$ cat src/rtl/spi_master_arbiter_if.sv
`default_nettype none
// +--------------------------------------------------------------------+
// | spi_master_arbiter_if : requester and SPI-driver bus of the arbiter |
// | Rev 1.0                                                            |
// +--------------------------------------------------------------------+
interface spi_master_arbiter_if #(
   parameter int N_REQ = 2,
   parameter int LEN_W = 4
);
   logic [N_REQ-1:0]       req_bi;
   logic [N_REQ*LEN_W-1:0] len_bi;
   logic [N_REQ*8-1:0]     tx_data_bi;
   logic [N_REQ-1:0]       gnt_bo;
   logic [N_REQ-1:0]       tx_ack_bo;
   logic [7:0]             rx_data_bo;
   logic [N_REQ-1:0]       rx_valid_bo;
   logic [N_REQ-1:0]       done_bo;
   logic                   drv_start_o;
   logic [7:0]             drv_data_bo;
   logic                   drv_ready_i;
   logic [7:0]             drv_data_bi;

   modport master (
      input  req_bi, len_bi, tx_data_bi, drv_ready_i, drv_data_bi,
      output gnt_bo, tx_ack_bo, rx_data_bo, rx_valid_bo, done_bo,
             drv_start_o, drv_data_bo
   );

   modport slave (
      output req_bi, len_bi, tx_data_bi, drv_ready_i, drv_data_bi,
      input  gnt_bo, tx_ack_bo, rx_data_bo, rx_valid_bo, done_bo,
             drv_start_o, drv_data_bo
   );
endinterface
`default_nettype wire

$ cat src/rtl/spi_master_arbiter.sv
`default_nettype none
// +--------------------------------------------------------------------+
// | spi_master_arbiter : round-robin sharing of one SPI master driver   |
// | Rev 1.0                                                            |
// +--------------------------------------------------------------------+
module spi_master_arbiter #(
   parameter int N_REQ   = 2,
   parameter int LEN_W   = 4,
   parameter int GAP_CYC = 4
) (
   input  logic                 clk_i,
   input  logic                 rst_i,
   spi_master_arbiter_if.master bus
);
   localparam int PTR_W = (N_REQ > 1) ? $clog2(N_REQ) : 1;
   localparam int GAP_W = $clog2(GAP_CYC + 1);
   localparam logic [GAP_W-1:0] GAP_LAST = GAP_W'(GAP_CYC - 1);
   localparam logic [PTR_W-1:0] PTR_LAST = PTR_W'(N_REQ - 1);

   localparam logic [2:0] S_IDLE      = 3'd0;
   localparam logic [2:0] S_LOAD      = 3'd1;
   localparam logic [2:0] S_START     = 3'd2;
   localparam logic [2:0] S_WAIT_BUSY = 3'd3;
   localparam logic [2:0] S_WAIT_DONE = 3'd4;
   localparam logic [2:0] S_NEXT      = 3'd5;
   localparam logic [2:0] S_GAP       = 3'd6;

   logic [2:0]       state, state_nx;
   logic [N_REQ-1:0] gnt;
   logic [PTR_W-1:0] gnt_idx, ptr, sel_idx;
   logic             sel_found;
   logic [LEN_W-1:0] cnt;
   logic [7:0]       drv_data, rx_data;
   logic [2:0]       wd;
   logic [GAP_W-1:0] gap_cnt;

   // First requesting index at or after the pointer, wrapping around
   always_comb begin
      logic [PTR_W-1:0] cand;
      sel_found = 1'b0;
      sel_idx   = '0;
      cand      = '0;
      for (int i = 0; i < N_REQ; i++) begin
         cand = PTR_W'((int'(ptr) + i) % N_REQ);
         if (!sel_found && bus.req_bi[cand]) begin
            sel_found = 1'b1;
            sel_idx   = cand;
         end
      end
   end

   always_ff @(posedge clk_i or negedge rst_i) begin
      if (!rst_i) state <= S_IDLE;
      else        state <= state_nx;
   end

   always_comb begin
      state_nx = state;
      case (state)
         S_IDLE:      if (sel_found && bus.drv_ready_i) state_nx = S_LOAD;
         S_LOAD:      state_nx = S_START;
         S_START:     state_nx = S_WAIT_BUSY;
         S_WAIT_BUSY: begin
            if (!bus.drv_ready_i)  state_nx = S_WAIT_DONE;
            else if (wd == 3'd7)   state_nx = S_START;
         end
         S_WAIT_DONE: if (bus.drv_ready_i) state_nx = S_NEXT;
         S_NEXT:      state_nx = (cnt != '0) ? S_LOAD : S_GAP;
         S_GAP:       if (gap_cnt == GAP_LAST) state_nx = S_IDLE;
         default:     state_nx = S_IDLE;
      endcase
   end

   always_ff @(posedge clk_i or negedge rst_i) begin
      if (!rst_i) begin
         gnt      <= '0;
         gnt_idx  <= '0;
         ptr      <= '0;
         cnt      <= '0;
         drv_data <= '0;
         rx_data  <= '0;
         wd       <= '0;
         gap_cnt  <= '0;
      end else begin
         wd <= 3'd0;
         case (state)
            S_IDLE: begin
               if (state_nx == S_LOAD) begin
                  gnt     <= N_REQ'(1) << sel_idx;
                  gnt_idx <= sel_idx;
                  cnt     <= bus.len_bi[int'(sel_idx)*LEN_W +: LEN_W];
               end
            end
            S_LOAD:      drv_data <= bus.tx_data_bi[int'(gnt_idx)*8 +: 8];
            // Counts idle-driver cycles after a start; wraps to 0 on re-issue
            S_WAIT_BUSY: if (bus.drv_ready_i) wd <= wd + 3'd1;
            S_WAIT_DONE: if (bus.drv_ready_i) rx_data <= bus.drv_data_bi;
            S_NEXT: begin
               if (cnt != '0) begin
                  cnt <= cnt - 1'b1;
               end else begin
                  gnt <= '0;
                  ptr <= (gnt_idx == PTR_LAST) ? '0 : gnt_idx + 1'b1;
               end
            end
            S_GAP:   gap_cnt <= (gap_cnt == GAP_LAST) ? '0 : gap_cnt + 1'b1;
            default: ;
         endcase
      end
   end

   // Pulses are decoded from state and gated by the held grant
   always_comb begin
      bus.gnt_bo      = gnt;
      bus.drv_data_bo = drv_data;
      bus.rx_data_bo  = rx_data;
      bus.drv_start_o = (state == S_START);
      bus.tx_ack_bo   = (state == S_LOAD) ? gnt : '0;
      bus.rx_valid_bo = (state == S_NEXT) ? gnt : '0;
      bus.done_bo     = (state == S_NEXT && cnt == '0) ? gnt : '0;
   end
endmodule
`default_nettype wire

$ cat src/flat_wrapper.sv
// flat-port wrapper written by rule: the top's interface ports become plain ports
module spi_master_arbiter_flat 
#(
   parameter int N_REQ   = 2,
   parameter int LEN_W   = 4,
   parameter int GAP_CYC = 4
)
  (clk_i, rst_i, bus_req_bi, bus_len_bi, bus_tx_data_bi, bus_drv_ready_i, bus_drv_data_bi, bus_gnt_bo, bus_tx_ack_bo, bus_rx_data_bo, bus_rx_valid_bo, bus_done_bo, bus_drv_start_o, bus_drv_data_bo);
  spi_master_arbiter_if #(.N_REQ(N_REQ), .LEN_W(LEN_W)) bus_i ();
  input  logic clk_i;
  input  logic rst_i;
  input wire logic [$bits(bus_i.req_bi)-1:0] bus_req_bi;
  input wire logic [$bits(bus_i.len_bi)-1:0] bus_len_bi;
  input wire logic [$bits(bus_i.tx_data_bi)-1:0] bus_tx_data_bi;
  input wire logic [$bits(bus_i.drv_ready_i)-1:0] bus_drv_ready_i;
  input wire logic [$bits(bus_i.drv_data_bi)-1:0] bus_drv_data_bi;
  output wire logic [$bits(bus_i.gnt_bo)-1:0] bus_gnt_bo;
  output wire logic [$bits(bus_i.tx_ack_bo)-1:0] bus_tx_ack_bo;
  output wire logic [$bits(bus_i.rx_data_bo)-1:0] bus_rx_data_bo;
  output wire logic [$bits(bus_i.rx_valid_bo)-1:0] bus_rx_valid_bo;
  output wire logic [$bits(bus_i.done_bo)-1:0] bus_done_bo;
  output wire logic [$bits(bus_i.drv_start_o)-1:0] bus_drv_start_o;
  output wire logic [$bits(bus_i.drv_data_bo)-1:0] bus_drv_data_bo;
  assign bus_i.req_bi = bus_req_bi;
  assign bus_i.len_bi = bus_len_bi;
  assign bus_i.tx_data_bi = bus_tx_data_bi;
  assign bus_i.drv_ready_i = bus_drv_ready_i;
  assign bus_i.drv_data_bi = bus_drv_data_bi;
  assign bus_gnt_bo = bus_i.gnt_bo;
  assign bus_tx_ack_bo = bus_i.tx_ack_bo;
  assign bus_rx_data_bo = bus_i.rx_data_bo;
  assign bus_rx_valid_bo = bus_i.rx_valid_bo;
  assign bus_done_bo = bus_i.done_bo;
  assign bus_drv_start_o = bus_i.drv_start_o;
  assign bus_drv_data_bo = bus_i.drv_data_bo;
  spi_master_arbiter #(.N_REQ(N_REQ), .LEN_W(LEN_W), .GAP_CYC(GAP_CYC)) u_core (.clk_i(clk_i), .rst_i(rst_i), .bus(bus_i));
endmodule
$ cat config.mk
export PLATFORM = sky130hd
export DESIGN_NAME = spi_master_arbiter_flat
export DESIGN_NICKNAME = d
export VERILOG_FILES = /design/src/rtl/spi_master_arbiter_if.sv /design/src/rtl/spi_master_arbiter.sv /design/src/flat_wrapper.sv
export SDC_FILE = /design/constraint.sdc
export NUM_CORES = 1
export LEC_CHECK = 0
export ABC_AREA = 1
export CAP_MARGIN = 30
export CORE_MARGIN = 1
export CORE_UTILIZATION = 42
export DETAILED_ROUTE_END_ITERATION = 8
export GPL_ROUTABILITY_DRIVEN = 0
export PLACE_DENSITY = 0.81
export SLEW_MARGIN = 10
export SYNTH_ARGS = -nofsm -noshare
export SYNTH_HDL_FRONTEND = slang
export SYNTH_SLANG_ARGS = --single-unit
$ cat constraint.sdc
create_clock -name clk_i -period 1.9 [get_ports clk_i]
set_input_delay 0.19 -clock clk_i [delete_from_list [all_inputs] [get_ports clk_i]]
set_output_delay 0.19 -clock clk_i [all_outputs]
set_load 0.01 [all_outputs]
# Word level (Yosys, flattened, before mapping)
# Cells that the tools add are included.
# word_totals
reg_bits,33
latchBits,0
ramBits,0
rom_bits,0
inputBits,37
output_inout_bits,25
elab_cells,73
n_memories,0
# op_classes
n_addsub,5
mul,0
n_div,0
magnitude_cmp,2
eq_ne,12
n_shift,3
muxes,28
bitwise_logic,1
n_reduce_logical,13
# ops
operator,n
$mux 3,9
$pmux 3 s7,1
$shiftx 16x5->8,1
$eq 3x3->1 const B,4
$mux 2,5
$eq 3x2->1 const B,3
$mux 1,9
$mux 4,2
$pmux 4 s2,1
$shiftx 8x4->4,1
$add 3x1->3 const B,2
$eq 3x1->1 const B,2
$reduce_and 2->1,3
$reduce_and 3->1,2
$logic_not 4->1,1
$lt 1x2->1 const B,2
$ne 2x1->1 const B,2
$pmux 2 s2,1
$reduce_bool 4->1,1
$sub 4x1->4 const B,1
$logic_and 1x1->1,3
$logic_not 3->1,1
$add 1x1->1 const B,2
$ne 2x2->1 const B,1
other kinds (4),4

# Logic depth before layout (Yosys ltp)
# depth
depth_word,12
depth_mapped,12
depth_no_buf,12

# Worst setup path after synthesis
# Ideal clock, no wire load.
# synth_path
kind,register to register
startpoint,reg u_core.cnt[0]
endpoint,reg u_core.gnt[1] (netlist: u_core.bus.gnt_bo[1])
setup_time_ns,0.117
arrival_time_ns,1.376
t_required_ns,1.783
path_slack_ns,0.407
path_stages_with_launch,12
n_path_buf,0
period_less_slack_ns,1.493
cell_sequence,dfrtp_1 -> inv_1 -> ha_1 -> nand2_1 -> nor2_1 -> nor2_1 -> nor2_1 -> nand2_2 -> nand3_4 -> nand2_2 -> nand3_1 -> nand2_1
# synth_via
elab_chain_cells,6
word_cells_on_any_way,7
classes_between,3 x eq/ne; 2 x mux; 2 x reduce/logical
# synth_lines
element,line_no,text
"start, declared",spi_master_arbiter.sv:32,logic [LEN_W-1:0] cnt;
"start signal, assigned",spi_master_arbiter.sv:91,cnt <= bus.len_bi[int'(sel_idx)*LEN_W +: LEN_W];
"start signal, assigned",spi_master_arbiter.sv:100,cnt <= cnt - 1'b1;
$reduce_bool 4->1,spi_master_arbiter.sv:68,S_NEXT: state_nx = (cnt != '0) ? S_LOAD : S_GAP;
$mux 3,spi_master_arbiter.sv:68,
$pmux 3 s7,spi_master_arbiter.sv:59,case (state)
named net u_core.state_nx[0],spi_master_arbiter.sv:28,"logic [2:0] state, state_nx;"
$eq 3x1->1,spi_master_arbiter.sv:88,if (state_nx == S_LOAD) begin
$ne 2x1->1 (no line),n/a,
$reduce_and 3->1 (no line),n/a,
"end signal, assigned",spi_master_arbiter.sv:89,gnt <= N_REQ'(1) << sel_idx;
"end, declared",spi_master_arbiter.sv:29,logic [N_REQ-1:0] gnt;
# The timed path passes the listed nets, and every way through them passes these cells.
# A chain may end at the register's enable or synchronous reset.

# Final worst setup path
# layout_path
startpoint,reg u_core.cnt[0]
endpoint,out bus_done_bo[1]
# layout_via
elab_chain_cells,3
# layout_lines
element,line_no,text
$logic_not 4->1,spi_master_arbiter.sv:120,bus.done_bo = (state == S_NEXT && cnt == '0) ? gnt : '0;
$logic_and 1x1->1,spi_master_arbiter.sv:120,
$mux 2,spi_master_arbiter.sv:120,
"end, declared",flat_wrapper.sv:21,output wire logic [$bits(bus_i.done_bo)-1:0] bus_done_bo;
# No other way between the ends.

==> metrics <==
status=completed; min-delay worst type=input port to asynchronous set/reset pin; Area growth syn-to-layout=47.4%; via/cell ratio=4.80; min Tclk post-route=roughly 1.8 ns; Buffers on Ports=61; CP Depth=7; DRT iter0 DRCs=54; relative slew slack=69.0%; Net Sw Frac=37.6%; met3 Usage GRT=6.21%; Area contributors post-synth=dfrtp_1 47%, nand2_1 11%, o21ai_0 8.1%; syn_nets=246; Post-synth EDFFs=0; leading area contributor after synthesis=dfrtp_1; Distinct cells, synth=24; top_reg_cell synth=dfrtp_1; first-pass GRT wire length=6250 um; combinational fraction of design power=48.7%; initial antenna violation count=0; worst r2r path cells=12; via count=1556; Num CTS Buffers=5; CP Launch Type=register; FF-to-FF setup slack=around 0.24 ns; static leakage=1.26 nW; DRC violations left=0; Longest Clk Path Bufs=2; placed instance area=2420 um^2; FFs w/ async S/R, synth=100%; final WL=3760 um; # setup viols final=0; row cnt=23; largest fanout on the critical path=6; synthesized cell area=between 1500 and 2000 um^2; clk sink count=33; Syn Area/Cell=8.53 um^2; worst setup path category=register to output pin; Psw=between 0.001 and 0.0015 W; peak supply drop=0.813 mV; post-synthesis sequential area ratio=around 47%; worst slew pin tran=0.464 ns; register bit total from synthesis=33; CTS H-tree depth=2; wire length per cell=11.6 um; CTS tree=yes; Clock power frac=18.0%; vias in the first global route=1509; cells along the critical path=inv_1 -> ha_1 -> nand2_1 -> nor2_4 -> nand2_4 -> nor2_1 -> dlygate4sd2_1; Detail Placement HPWL=2870 um; Slowest cell on crit path=dfrtp_1; post-route cell area=2570 um^2; die height=about 66 um; met1 Use GR=21.3%; Data required, critical path=1.71 ns; core area=4000 um^2; clock root cell=clkbuf_8; skew final=0.00456 ns; CP Data Arrival Time=1.62 ns; CP endpoint kind=output pin; grt total ovfl=0; Ant. Diodes=0; Reg2Reg Capture Point=u_core.bus.gnt_bo[0]$_DFFE_PN0P_; cell count after synthesis=204; power per cell area=between 1000 and 1500 nW/um^2; Top delay family on crit path=flip-flops; worst skew pair latency=0.29 ns; Fillers=341; YS warnings=0; period utilization=95.4%; setup TNS=0 ns; max incr delay on CP=just over 0.4 ns; Yosys top cell area share=between 40% and 50%; Int Pwr=0.00234 W; chip width=66.4 um; Max Slew Vio Count=0; GR peak layer=met2; initial core utilization=43.5%; Top Ports=62; Bufs and invs on worst path=2; Post-layout nets=315; Reg clk slew, reported paths=0.07 ns; met2 Usage GRT=33.5%; Reg-to-Reg Start=u_core.cnt[0]$_DFFE_PN0P_; largest net degree at the start of global routing=34; max cap viols=0; Fmax=roughly 550 MHz; layout cells sized above 1=15.0%; sequential share of power=33.3%; Tot GR Track Use=19.2%; Die ar.=4400 um^2; RSZ-0062 raised after global routing=no; Fin. Hold Viols=0; iteration count of the initial detailed-routing pass=4; post-route ant nets=0
per-stage QoR:
step | hold WS, ns | util [%] | total power [W] | setup slack [ns] | cells
floorplan | -0.106 | - | 0.00231 | 0.407 | 204
global placement | 0.424 | 60.6 | 0.00300 | 0.106 | 315
detailed placement | 0.443 | 60.6 | 0.00306 | 0.0509 | 315
CTS | 0.323 | 63.9 | 0.00378 | 0.0209 | 324
global route | 0.355 | 64.2 | 0.00405 | 0.00343 | 324
finish | 0.313 | 64.2 | 0.00375 | 0.0875 | 324
worst register-to-register path, stage by stage, from the launching register on:
cell     delay, ns
dfrtp_1       0.39
inv_1         0.09
ha_1          0.20
nand2_1       0.11
nor2_4        0.05
nor2_1        0.16
nor2_1        0.07
nand2_2       0.09
nand3_4       0.12
nand2_2       0.10
nand2_2       0.05
nand2_1       0.06
nand2_1       0.05
area by class of cell:
class                      count  area, um^2  share of cell area [%]
timing repair buffer          68         662                    25.8
multi-input combinational    139         798                    31.1
clock buffer                   7        86.3                    3.36
clock inverter                 1        30.0                    1.17
tap                           50        62.6                    2.44
sequential                    33         827                    32.2
inverter                      26         100                    3.90
sequential cells by signal, indices dropped and copies added, names as in the netlist:
register / count
u_core.gap_cnt: 3
u_core.bus.rx_data_bo: 8
u_core.cnt: 4
u_core.bus.drv_data_bo: 8
u_core.ptr: 1
u_core.gnt_idx: 1
u_core.wd: 3
u_core.bus.gnt_bo: 2
u_core.state: 3
power by group through the flow:
stage | combinational, W | sequential [W] | clock, W
2_1_floorplan | 0.00104 | 0.00127 | 0
3_3_place_gp | 0.00176 | 0.00124 | 0
3_5_place_dp | 0.00180 | 0.00126 | 0
4_1_cts | 0.00184 | 0.00124 | 0.000696
5_1_grt | 0.00203 | 0.00130 | 0.000721
6_report | 0.00183 | 0.00125 | 0.000674
cell usage in the layout, fill, tap and decap left out, drive strengths merged:
cell and count:
nand2 56, xnor2 1, clkdlybuf4s50 57, clkbuf 7
nand3 10, inv 26, buf 7, nor2 21
a22oi 1, dfrtp 33, dlymetal6s2s 1, o21a 1
nor4 1, a21oi 6, dlygate4sd2 3, o21ai 28
ha 5, mux2 8, bufinv 1, a31oi 1
what timing repair did:
action	CTS	global route
setup buffers	1	0
setup endpoints to repair	5	6
hold buffers	0	0
resized for setup	5	4
Yosys cell counts, types with 3 or more instances:
master	count
mux2_2	8
nand3_2	3
nand2_2	4
nor2_4	3
nand2_1	51
a21oi_1	6
dfrtp_1	33
inv_1	24
clkbuf_1	4
ha_1	5
o21ai_0	28
nor2_1	16
nand3_1	5
per-layer routing:
| metal | vias to the layer above | share of wire [%] |
|---|---|---|
| li1 | 787 | - |
| met1 | 717 | 42 |
| met2 | 44 | 50 |
| met3 | 8 | 5.4 |
| met4 | 0 | 1.8 |
| met5 | - | 0 |
worst max path at each step:
stage / startpoint / endpoint / slack, ns
6_report: u_core.cnt[0]$_DFFE_PN0P_ / bus_done_bo[1] / 0.09
5_1_grt: u_core.cnt[0]$_DFFE_PN0P_ / bus_done_bo[0] / 0.003
2_1_floorplan: u_core.cnt[0]$_DFFE_PN0P_ / u_core.bus.gnt_bo[1]$_DFFE_PN0P_ / 0.41
3_5_place_dp: u_core.cnt[0]$_DFFE_PN0P_ / bus_done_bo[1] / 0.05
3_3_place_gp: u_core.cnt[0]$_DFFE_PN0P_ / bus_done_bo[0] / 0.11
4_1_cts: u_core.state[1]$_DFF_PN0_ / bus_rx_valid_bo[0] / 0.02
cell families (layout without fill, tap and decap cells):
family	Yosys count	count (layout)	share of synthesized area (%)
adders and majority gates	5	5	3.59
and+or+nand+nor	88	88	24.7
muxes	8	8	5.18
xor gates and xnor gates	1	1	0.503
buffers and inverters	32	102	7.55
DFF	33	33	47.4
AOI/OAI and AO/OA	37	37	11.0
No activity file was read; power rests on OpenSTA's default activity.
